===== src/rtl/bitcounter_ctrl.sv =====
// Control FSM for a shift-and-count bit counter datapath shared by two
// requesters. Round-robin arbitration picks an owner, the operand is loaded
// into the datapath A register, A is shifted right while the result register
// counts ones, and the count is handed back through a four-phase done/req
// handshake.
module bitcounter_ctrl #(
  parameter int WIDTH = 8,
  parameter int CW    = 4
) (
  input  logic             clock,
  input  logic             reset_n,
  input  logic [1:0]       req,
  input  logic [WIDTH-1:0] data0,
  input  logic [WIDTH-1:0] data1,
  input  logic [WIDTH-1:0] a_in,
  input  logic [CW-1:0]    result_in,
  output logic             clear,
  output logic             load_a,
  output logic             r_shift,
  output logic             incr,
  output logic [WIDTH-1:0] input_a,
  output logic [1:0]       grant,
  output logic [1:0]       done,
  output logic [CW-1:0]    count,
  output logic             busy
);

  typedef enum logic [1:0] {
    IDLE  = 2'd0,
    COUNT = 2'd1,
    DONE  = 2'd2
  } state_t;

  state_t state;
  logic   last;    // index of the requester served most recently
  logic   winner;  // index that wins arbitration this cycle
  logic   gidx;    // index of the current owner

  // A lone request wins outright; with both requesting, the one not served last wins.
  assign winner = (req == 2'b11) ? ~last : req[1];
  assign gidx   = grant[1];
  assign busy   = (state != IDLE);

  // State, owner and round-robin pointer; the operand itself lives in the datapath.
  always_ff @(posedge clock) begin
    if (!reset_n) begin
      state <= IDLE;
      grant <= 2'b00;
      last  <= 1'b1;
    end else begin
      case (state)
        IDLE: begin
          if (req != 2'b00) begin
            grant <= winner ? 2'b10 : 2'b01;
            state <= COUNT;
          end
        end
        COUNT: begin
          if (a_in == '0) state <= DONE;
        end
        DONE: begin
          if (!req[gidx]) begin
            state <= IDLE;
            grant <= 2'b00;
            last  <= gidx;
          end
        end
        default: begin
          state <= IDLE;
          grant <= 2'b00;
        end
      endcase
    end
  end

  // Datapath controls decoded from state and live inputs; reset forces the datapath clear.
  always_comb begin
    clear   = 1'b0;
    load_a  = 1'b0;
    r_shift = 1'b0;
    incr    = 1'b0;
    input_a = '0;
    done    = 2'b00;
    if (!reset_n) begin
      clear = 1'b1;
    end else begin
      case (state)
        IDLE: begin
          clear = 1'b1;
          if (req != 2'b00) begin
            load_a  = 1'b1;
            input_a = winner ? data1 : data0;
          end
        end
        COUNT: begin
          if (a_in != '0) begin
            r_shift = 1'b1;
            incr    = a_in[0];
          end
        end
        DONE: begin
          done = grant;
        end
        default: begin
          clear = 1'b0;
        end
      endcase
    end
  end

  // The result is only presented while the owner is being told it is done.
  assign count = (done != 2'b00) ? result_in : '0;

endmodule


===== config.mk =====
export PLATFORM = sky130hd
export DESIGN_NAME = bitcounter_ctrl
export DESIGN_NICKNAME = d
export VERILOG_FILES = /design/src/rtl/bitcounter_ctrl.sv
export SDC_FILE = /design/constraint.sdc
export NUM_CORES = 1
export LEC_CHECK = 0
export CORE_MARGIN = 4
export CORE_UTILIZATION = 29
export DETAILED_ROUTE_END_ITERATION = 8
export PLACE_DENSITY = 0.83
export SKIP_LAST_GASP = 1
export SYNTH_ARGS = -nofsm -noshare
export SYNTH_HDL_FRONTEND = slang
export SYNTH_SLANG_ARGS = --single-unit
export TNS_END_PERCENT = 20

===== constraint.sdc =====
create_clock -name clock -period 2.5 [get_ports clock]
set_clock_uncertainty 0.15 [all_clocks]
set_input_delay 0.25 -clock clock [delete_from_list [all_inputs] [get_ports clock]]
set_output_delay 0.25 -clock clock [all_outputs]
set_load 0.05 [all_outputs]

==> impl_metrics.toml, run 1 <==
[finish]
mostFrequentLayoutCell = "clkdlybuf4s50_1"
syn2layout_area_growth_pct = 145.9
register_area_um2 = 100.1
multiInputGateArea_um2 = 361.6
drive_above_1_share_pct = 22.66
finalNetCount = 161
stdcell_area_um2 = 1194
nFillCells = 109
antenna_cells = 0
mostFrequentLayoutCells = "clkdlybuf4s50_1 (34), nand2_1 (19), buf_12 (15)"
final_cells = 144
fin_util_pct = 77.44

[setup_path]
required_ns = 2.10
critical_path.slowest_cell = "clkdlybuf4s50_1"
r2r-end = "grant[0]"
critical_path.top_delay_family = "buffers and inverters"
crit_path_cell_trace = "clkdlybuf4s50_1 -> nor2_1 -> nand3b_2 -> a21oi_1 -> buf_12"
cp-start-kind = "input port"
r2r_start = "grant[1]"
slowest_delay_ns = 0.60
cp_num_cells = 5
setup.worst_path.end = "input_a[5]"
path_max_fanout = 10
cp-startpoint = "req[0]"
worstRegToRegCells = 3
critPathArrivalTime_ns = 1.76
r2r_slack_ns = 1.24
critPathKind = "input port to primary output"
end_kind = "primary output"
path_buf_inv = 2

[synth]
synth_cell_types = 28
ys_seq_area_share_pct = 20.62
syn_nets = 105
async_flop_share_pct = 0
synthesis.area_um2 = 485.5
synth-edff-count = 0
syn_avg_cell_area_um2 = 6.650
synthCells = 73
ys.flop_type = "dfxtp_1"
synth-seq-cells = 5
ys_warn_count = 0

[sta]
tightest_slew_ns = 0.5020
fin_crit_ns = 2.161
setup_ws_ns = 0.3392
max-slew-margin-rel_pct = 66.43
setup-violations-final = 0
fmax_mhz = 462.8
finalSetupTns_ns = 0
hold_viol = 0
finalCritPeriodShare_pct = 86.43
hold_ws_ns = 0.3968
rsz0062_at_grt = "false"
drv_slew = 0

[place]
io_buffers = 52
placed_cells = 140
place_hpwl_um = 1630
place_area_um2 = 1167
place_ws_ns = 0.3517
gp_congestion = 0.7608

[power_and_ir_drop]
pwr-share-comb_pct = 55.6
power_mw = 0.4354
p_sw_mw = 0.1696
seqPwrFrac_pct = 22.1
p_int_mw = 0.2658
clkPwrFrac_pct = 22.3
swShare_pct = 38.96
vdd_ir_drop_max_mv = 0.2800
p_leak_nw = 0.5107
p_per_area_nw_per_um2 = 364.7

[clock_tree]
clock_sink_count = 5
cts_tree = "built"
hold_buffers = 0
postCtsSetupBuffers = 0
cts_buffers = 3
cts_resized = 0
cts_max_level = 1
cts.path.max_buffers = 2
path_clk_slew_ns = 0.04
clk_latency_ns = 0.25
root_buffer = "clkbuf_4"

[die]
dieHeight_um = 48.92
ios = 53
dieArea_um2 = 2393
start_util_pct = 31.49
row_count = 14
die_x_um = 48.92
coreArea_um2 = 1541

[route]
vias_per_cell = 5.188
drcViolationCount = 0
wire_per_inst_um = 13.60
vias = 747
first_iter_violations = 16
antenna_left = 0
dr.pass1.iters = 4
wl_um = 1958

[global_route]
grt_usage_pct = 16.74
grt_pass1_wl_um = 3201
antenna_found_initial = 0
grt_pass1_vias = 716
grt-ovfl-total = 0
grt_start_max_net_pins = 11

[outcome]
status = "complete, no violations"

[run]
cap_viol_max_count = 0

[hold_path]
hp-class = "flip-flop to flip-flop"
-- Yosys cell counts, types with 2 or more instances --
cell	number	area [um^2]
and2_1	5	31.28
inv_1	4	15.01
a21oi_1	10	50.05
and3_1	3	18.77
nand3_1	2	10.01
dfxtp_1	5	100.1
nor2_1	4	15.01
nand2_1	19	71.32
o2111ai_1	2	17.52
-- power by group through the flow --
stage          Combinational, mW  Sequential (mW)  Clock (mW)
6_report                   0.242           0.0963      0.0969
5_1_grt                    0.254           0.0970       0.105
4_1_cts                    0.244           0.0959       0.100
3_5_place_dp               0.243           0.0973           0
3_3_place_gp               0.240           0.0969           0
2_1_floorplan              0.103            0.106           0
-- metal layers --
layer | GRT usage, % | vias to the layer above | wire length [um]
met4 | 6.726 | 0 | 20
met1 | 19.13 | 328 | 831
met2 | 28.48 | 48 | 918
met5 | 0 | - | 0
met3 | 5.199 | 2 | 188
li1 | - | 369 | -
-- tightest hold or removal path, stage by stage (launching register included) --
cell and delay (ns):
dfxtp_1 0.34, nand4_1 0.08, nand3_1 0.07
-- area by class of cell --
cell class,instances,share of cell area (%)
multi-input cells,62,30.29
well taps,16,1.677
clock buffers,4,2.201
repair buffers,53,56.18
flip-flops and latches,5,8.386
inverters,4,1.258
-- registers in the layout, summed over array words and instances, names as in the netlist --
| name | count |
|---|---|
| grant | 2 |
| last | 1 |
| state | 2 |
-- kinds of logic after synthesis --
family          after synthesis  share of synthesized area [%]
buf+inv                       6                          4.894
flops                         5                          20.62
simple gates                 41                          43.82
compound gates               20                          28.35
mux                           1                          2.319
-- how the worst min path moves through the flow --
stage | start | endpoint | cells after the start | slack [ns]
floorplan | req[0] | grant[0] | 2 | 0.29
global placement | grant[0] | grant[0] | 2 | 0.38
detailed placement | grant[0] | grant[0] | 2 | 0.38
CTS | grant[0] | grant[0] | 2 | 0.40
global route | grant[0] | grant[0] | 2 | 0.43
finish | grant[0] | grant[0] | 2 | 0.40
Note: power is estimated with default switching activity, not from simulation.
==> run 2: changes to the inputs <==
--- a/config.mk
+++ b/config.mk
@@ -8,7 +8,8 @@
 export CORE_MARGIN = 4
 export CORE_UTILIZATION = 29
 export DETAILED_ROUTE_END_ITERATION = 8
-export PLACE_DENSITY = 0.83
+export GPL_TIMING_DRIVEN = 0
+export PLACE_DENSITY_LB_ADDON = 0.05
 export SKIP_LAST_GASP = 1
 export SYNTH_ARGS = -nofsm -noshare
 export SYNTH_HDL_FRONTEND = slang
==> impl_metrics.toml, run 2 (synthesized netlist as in run 1, its figures left out) <==
[outcome]
status = "complete, but fails checks"
violations = "setup timing"

[sta]
fmax_mhz = 364.2
finalSetupTns_ns = -0.8739
setup_ws_ns = -0.2454
fin_crit_ns = 2.745
max-slew-margin-rel_pct = 65.52
tightest_slew_ns = 0.5164
finalCritPeriodShare_pct = 109.8
setup-violations-final = 4
hold_viol = 0
rsz0062_at_grt = "true"
drv_slew = 0

[route]
wl_um = 1784
drcViolationCount = 0
wire_per_inst_um = 12.30
first_iter_violations = 32
vias = 705
antenna_left = 0
dr.pass1.iters = 4
vias_per_cell = 4.862

[finish]
syn2layout_area_growth_pct = 117.8
antenna_cells = 0
drive_above_1_share_pct = 8.527
finalNetCount = 162
reg_top3 = "grant (2), state (2), last (1)"
final_cells = 145
mostFrequentLayoutCells = "clkdlybuf4s50_1 (47), nand2_1 (19), a21oi_1 (10)"
mostFrequentLayoutCell = "clkdlybuf4s50_1"

[setup_path]
path_buf_inv = 3
path_max_fanout = 10
crit_path_cell_trace = "clkdlybuf4s50_1 -> clkbuf_1 -> nand3b_2 -> a21oi_1 -> clkdlybuf4s50_1"
critical_path.top_delay_family = "buffers and inverters"
cp-start-kind = "input port"
slowest_delay_ns = 0.82
end_kind = "primary output"
required_ns = 2.10
critPathKind = "input port to primary output"
cpMostUsedCell = "clkdlybuf4s50_1"
critical_path.slowest_cell = "clkdlybuf4s50_1"
critPathArrivalTime_ns = 2.35

[power_and_ir_drop]
p_leak_nw = 0.4913
p_per_area_nw_per_um2 = 374.6
vdd_ir_drop_max_mv = 0.2360
power_mw = 0.3961

[global_route]
grt-ovfl-total = 0
antenna_found_initial = 0
grt_start_max_net_pins = 11
grt_usage_pct = 15.04
grt_pass1_wl_um = 2967
grt_pass1_vias = 675

[clock_tree]
cts_max_level = 1
postCtsSetupBuffers = 0
path_clk_slew_ns = 0.04
cts_tree = "built"
cts.path.max_buffers = 2
clk_latency_ns = 0.24
cts_buffers = 3
clock_sink_count = 5
root_buffer = "clkbuf_4"

[place]
io_buffers = 52
place_hpwl_um = 1428
placed_cells = 141
gp_congestion = 0.7727

[die]
coreArea_um2 = 1541
start_util_pct = 31.49
die_x_um = 48.92
ios = 53
dieArea_um2 = 2393
row_count = 14
dieHeight_um = 48.92

[run]
cap_viol_max_count = 0

[hold_path]
hp-class = "flip-flop to flip-flop"
## run 2: report_power, final
| group | switching [mW] | internal, mW | leakage, nW | total (mW) |
|---|---|---|---|---|
| sequential | 0.00990 | 0.0864 | 0.0411 | 0.0962 |
| combinational | 0.116 | 0.0917 | 0.435 | 0.208 |
| clock | 0.0320 | 0.0603 | 0.0150 | 0.0923 |
| total | 0.158 | 0.238 | 0.491 | 0.396 |
## run 2: worst min-delay path: stages (launching register included)
cell and delay [ns]:
dfxtp_1 0.34, nand4_1 0.09, nand3_1 0.08
## run 2: through the flow
step	hold slack [ns]	area, um^2	util (%)	worst slack (ns)
final	0.4157	1057	68.59	-0.2454
after global routing	0.4560	1057	68.59	-0.3628
after CTS	0.4132	1050	68.10	-0.2574
after detailed placement	0.4078	1026	66.56	-0.2611
after global placement	0.3897	1026	66.56	-0.2359
after floorplan	0.2853	485.5	-	0.5499
## run 2: final cells by class
cell class | instances | area, um^2
multi-input cells | 62 | 361.6
clock buffers | 4 | 26.28
fillers | 142 | 484.2
inverters | 4 | 15.01
plain buffers | 2 | 8.758
repair buffers | 52 | 525.5
flip-flops and latches | 5 | 100.1
well taps | 16 | 20.02
## run 2: layer usage
layer | part of all wire [%] | track usage, % | vias to the layer above
li1 | - | - | 369
met1 | 41 | 19.12 | 307
met2 | 51 | 23.70 | 29
met3 | 7.8 | 4.587 | 0
met4 | 0 | 5.381 | 0
met5 | 0 | 0 | -
## run 2: worst paths after layout
path                                   end  slack [ns]  cells after the start      from
worst max-delay path            input_a[2]       -0.25                      5   reset_n
worst min-delay path              grant[0]        0.42                      2  grant[0]
worst max register to register        last        1.20                      3  state[0]
worst min register to register    grant[0]        0.42                      2  grant[0]
## run 2: repair_timing
item                       4_1_cts  5_1_grt
gates cloned                     0        0
hold buffers                     0        0
setup endpoints to repair       10       16
resized for setup                2        3
==> run 3: changes to the inputs <==
--- a/config.mk
+++ b/config.mk
@@ -6,8 +6,9 @@
 export NUM_CORES = 1
 export LEC_CHECK = 0
 export CORE_MARGIN = 4
-export CORE_UTILIZATION = 29
+export CORE_UTILIZATION = 27
 export DETAILED_ROUTE_END_ITERATION = 8
+export GPL_ROUTABILITY_DRIVEN = 0
 export GPL_TIMING_DRIVEN = 0
 export PLACE_DENSITY_LB_ADDON = 0.05
 export SKIP_LAST_GASP = 1
==> constraint.sdc (replaced) <==
create_clock -name clock -period 2.95 [get_ports clock]
set_clock_uncertainty 0.15 [all_clocks]
set_input_delay 0.295 -clock clock [delete_from_list [all_inputs] [get_ports clock]]
set_output_delay 0.295 -clock clock [all_outputs]
set_load 0.05 [all_outputs]
==> impl_metrics.toml, run 3 (synthesized netlist as in run 1, its figures left out) <==
[outcome]
status = "complete, no violations"

[clock_tree]
cts_buffers = 3
clock_sink_count = 5
cts.path.max_buffers = 2
hold_buffers = 0
path_clk_slew_ns = 0.04
root_buffer = "clkbuf_4"
cts_tree = "built"
clk_latency_ns = 0.24
cts_max_level = 1

[die]
dieArea_um2 = 2541
ios = 53
die_x_um = 50.41
dieHeight_um = 50.41
coreArea_um2 = 1708
start_util_pct = 28.42
row_count = 15

[setup_path]
path_max_fanout = 10
required_ns = 2.51
critPathArrivalTime_ns = 2.38
path_buf_inv = 3
critPathKind = "input port to primary output"
critical_path.slowest_cell = "clkdlybuf4s50_1"
slowest_delay_ns = 0.83
critical_path.top_delay_family = "buffers and inverters"
cp-start-kind = "input port"
cpMostUsedCell = "clkdlybuf4s50_1"
r2r_slack_ns = 1.67
crit_path_cell_trace = "clkdlybuf4s50_1 -> clkbuf_1 -> nand3b_2 -> a21oi_1 -> clkdlybuf4s50_1"
end_kind = "primary output"

[power_and_ir_drop]
power_mw = 0.3375
swShare_pct = 39.74
seqPwrFrac_pct = 24.2
p_leak_nw = 0.4496
clkPwrFrac_pct = 23.3
p_sw_mw = 0.1341
vdd_ir_drop_max_mv = 0.2346
p_per_area_nw_per_um2 = 316.6
p_int_mw = 0.2034
pwr-share-comb_pct = 52.5

[route]
antenna_left = 0
vias = 740
wl_um = 1823
vias_per_cell = 4.805
dr.pass1.iters = 5
wire_per_inst_um = 11.84
first_iter_violations = 2
drcViolationCount = 0

[place]
place_ws_ns = 0.1028
placed_cells = 150
place_hpwl_um = 1494
io_buffers = 52

[sta]
setup_ws_ns = 0.1234
fin_crit_ns = 2.827
rsz0062_at_grt = "true"
finalCritPeriodShare_pct = 95.82
drv_slew = 0
max-slew-margin-rel_pct = 65.42
finalSetupTns_ns = 0
setup-violations-final = 0
hold_viol = 0
fmax_mhz = 353.8
tightest_slew_ns = 0.5178

[global_route]
gr-usage-met2_pct = 26.96
grt_pass1_wl_um = 3022
grt_use_met3_pct = 6.528
grt-ovfl-total = 0
grt_usage_pct = 15.31
antenna_found_initial = 0
grt_start_max_net_pins = 11
top_usage_layer = "met2"
grt_pass1_vias = 690
met1_usage_pct = 15.59

[finish]
nFillCells = 163
syn2layout_area_growth_pct = 119.6
drive_above_1_share_pct = 8.527
mostFrequentLayoutCells = "clkdlybuf4s50_1 (51), nand2_1 (19), a21oi_1 (10)"
antenna_cells = 0
finalNetCount = 162
multiInputGateArea_um2 = 361.6
fin_util_pct = 62.42
final_cells = 154
reg_top3 = "grant (2), state (2), last (1)"
mostFrequentLayoutCell = "clkdlybuf4s50_1"
register_area_um2 = 100.1

[hold_path]
hp-class = "flip-flop to flip-flop"

[run]
cap_viol_max_count = 0
-- run 3: changes by cell type in the layout (fill, tap and decap cells not counted), sizes merged --
cell,previous run,this run
clkdlybuf4s50,47,51
dlygate4sd2,2,0
dlymetal6s2s,3,1
-- run 3: repair_timing --
item,4_1_cts,5_1_grt
setup buffers,0,0
gates resized for setup,0,1
setup endpoints to repair,0,8
-- run 3: power groups by stage --
stage | sequential [mW] | clock (mW) | combinational, mW
2_1_floorplan | 0.0898 | 0 | 0.0876
3_3_place_gp | 0.0825 | 0 | 0.177
3_5_place_dp | 0.0827 | 0 | 0.178
4_1_cts | 0.0816 | 0.0820 | 0.179
5_1_grt | 0.0828 | 0.0845 | 0.188
6_report | 0.0818 | 0.0786 | 0.177
-- run 3: final cells by class --
cell class | instances | share of cell area [%]
Timing Repair Buffer | 52 | 49.06
Multi-Input combinational cell | 62 | 33.92
Sequential cell | 5 | 9.390
Tap cell | 25 | 2.934
Clock buffer | 4 | 2.465
Inverter | 4 | 1.408
Buffer | 2 | 0.8216
-- run 3: final timing paths --
path             from    endpoint  cells after the start
max reg2reg  grant[1]    grant[0]                      3
max           reset_n  input_a[4]                      5
min reg2reg  grant[0]    grant[0]                      2
min          grant[0]    grant[0]                      2
-- run 3: per-layer routing --
layer | up-vias | wire length [um]
met4 | 0 | 26
met1 | 334 | 670
met2 | 33 | 905
met5 | - | 0
met3 | 4 | 220
li1 | 369 | -
-- run 3: stage by stage --
stage / hold slack, ns / instance area (um^2)
3_3_place_gp: 0.3801 / 1037
2_1_floorplan: 0.3303 / 485.5
5_1_grt: 0.4346 / 1066
4_1_cts: 0.4081 / 1064
3_5_place_dp: 0.3866 / 1037
6_report: 0.4125 / 1066
-- run 3: worst register-to-register path: stages (launching register included) --
cell and delay [ns]:
dfxtp_1 0.45, mux2_2 0.38, nand4_1 0.09, nand3_1 0.08
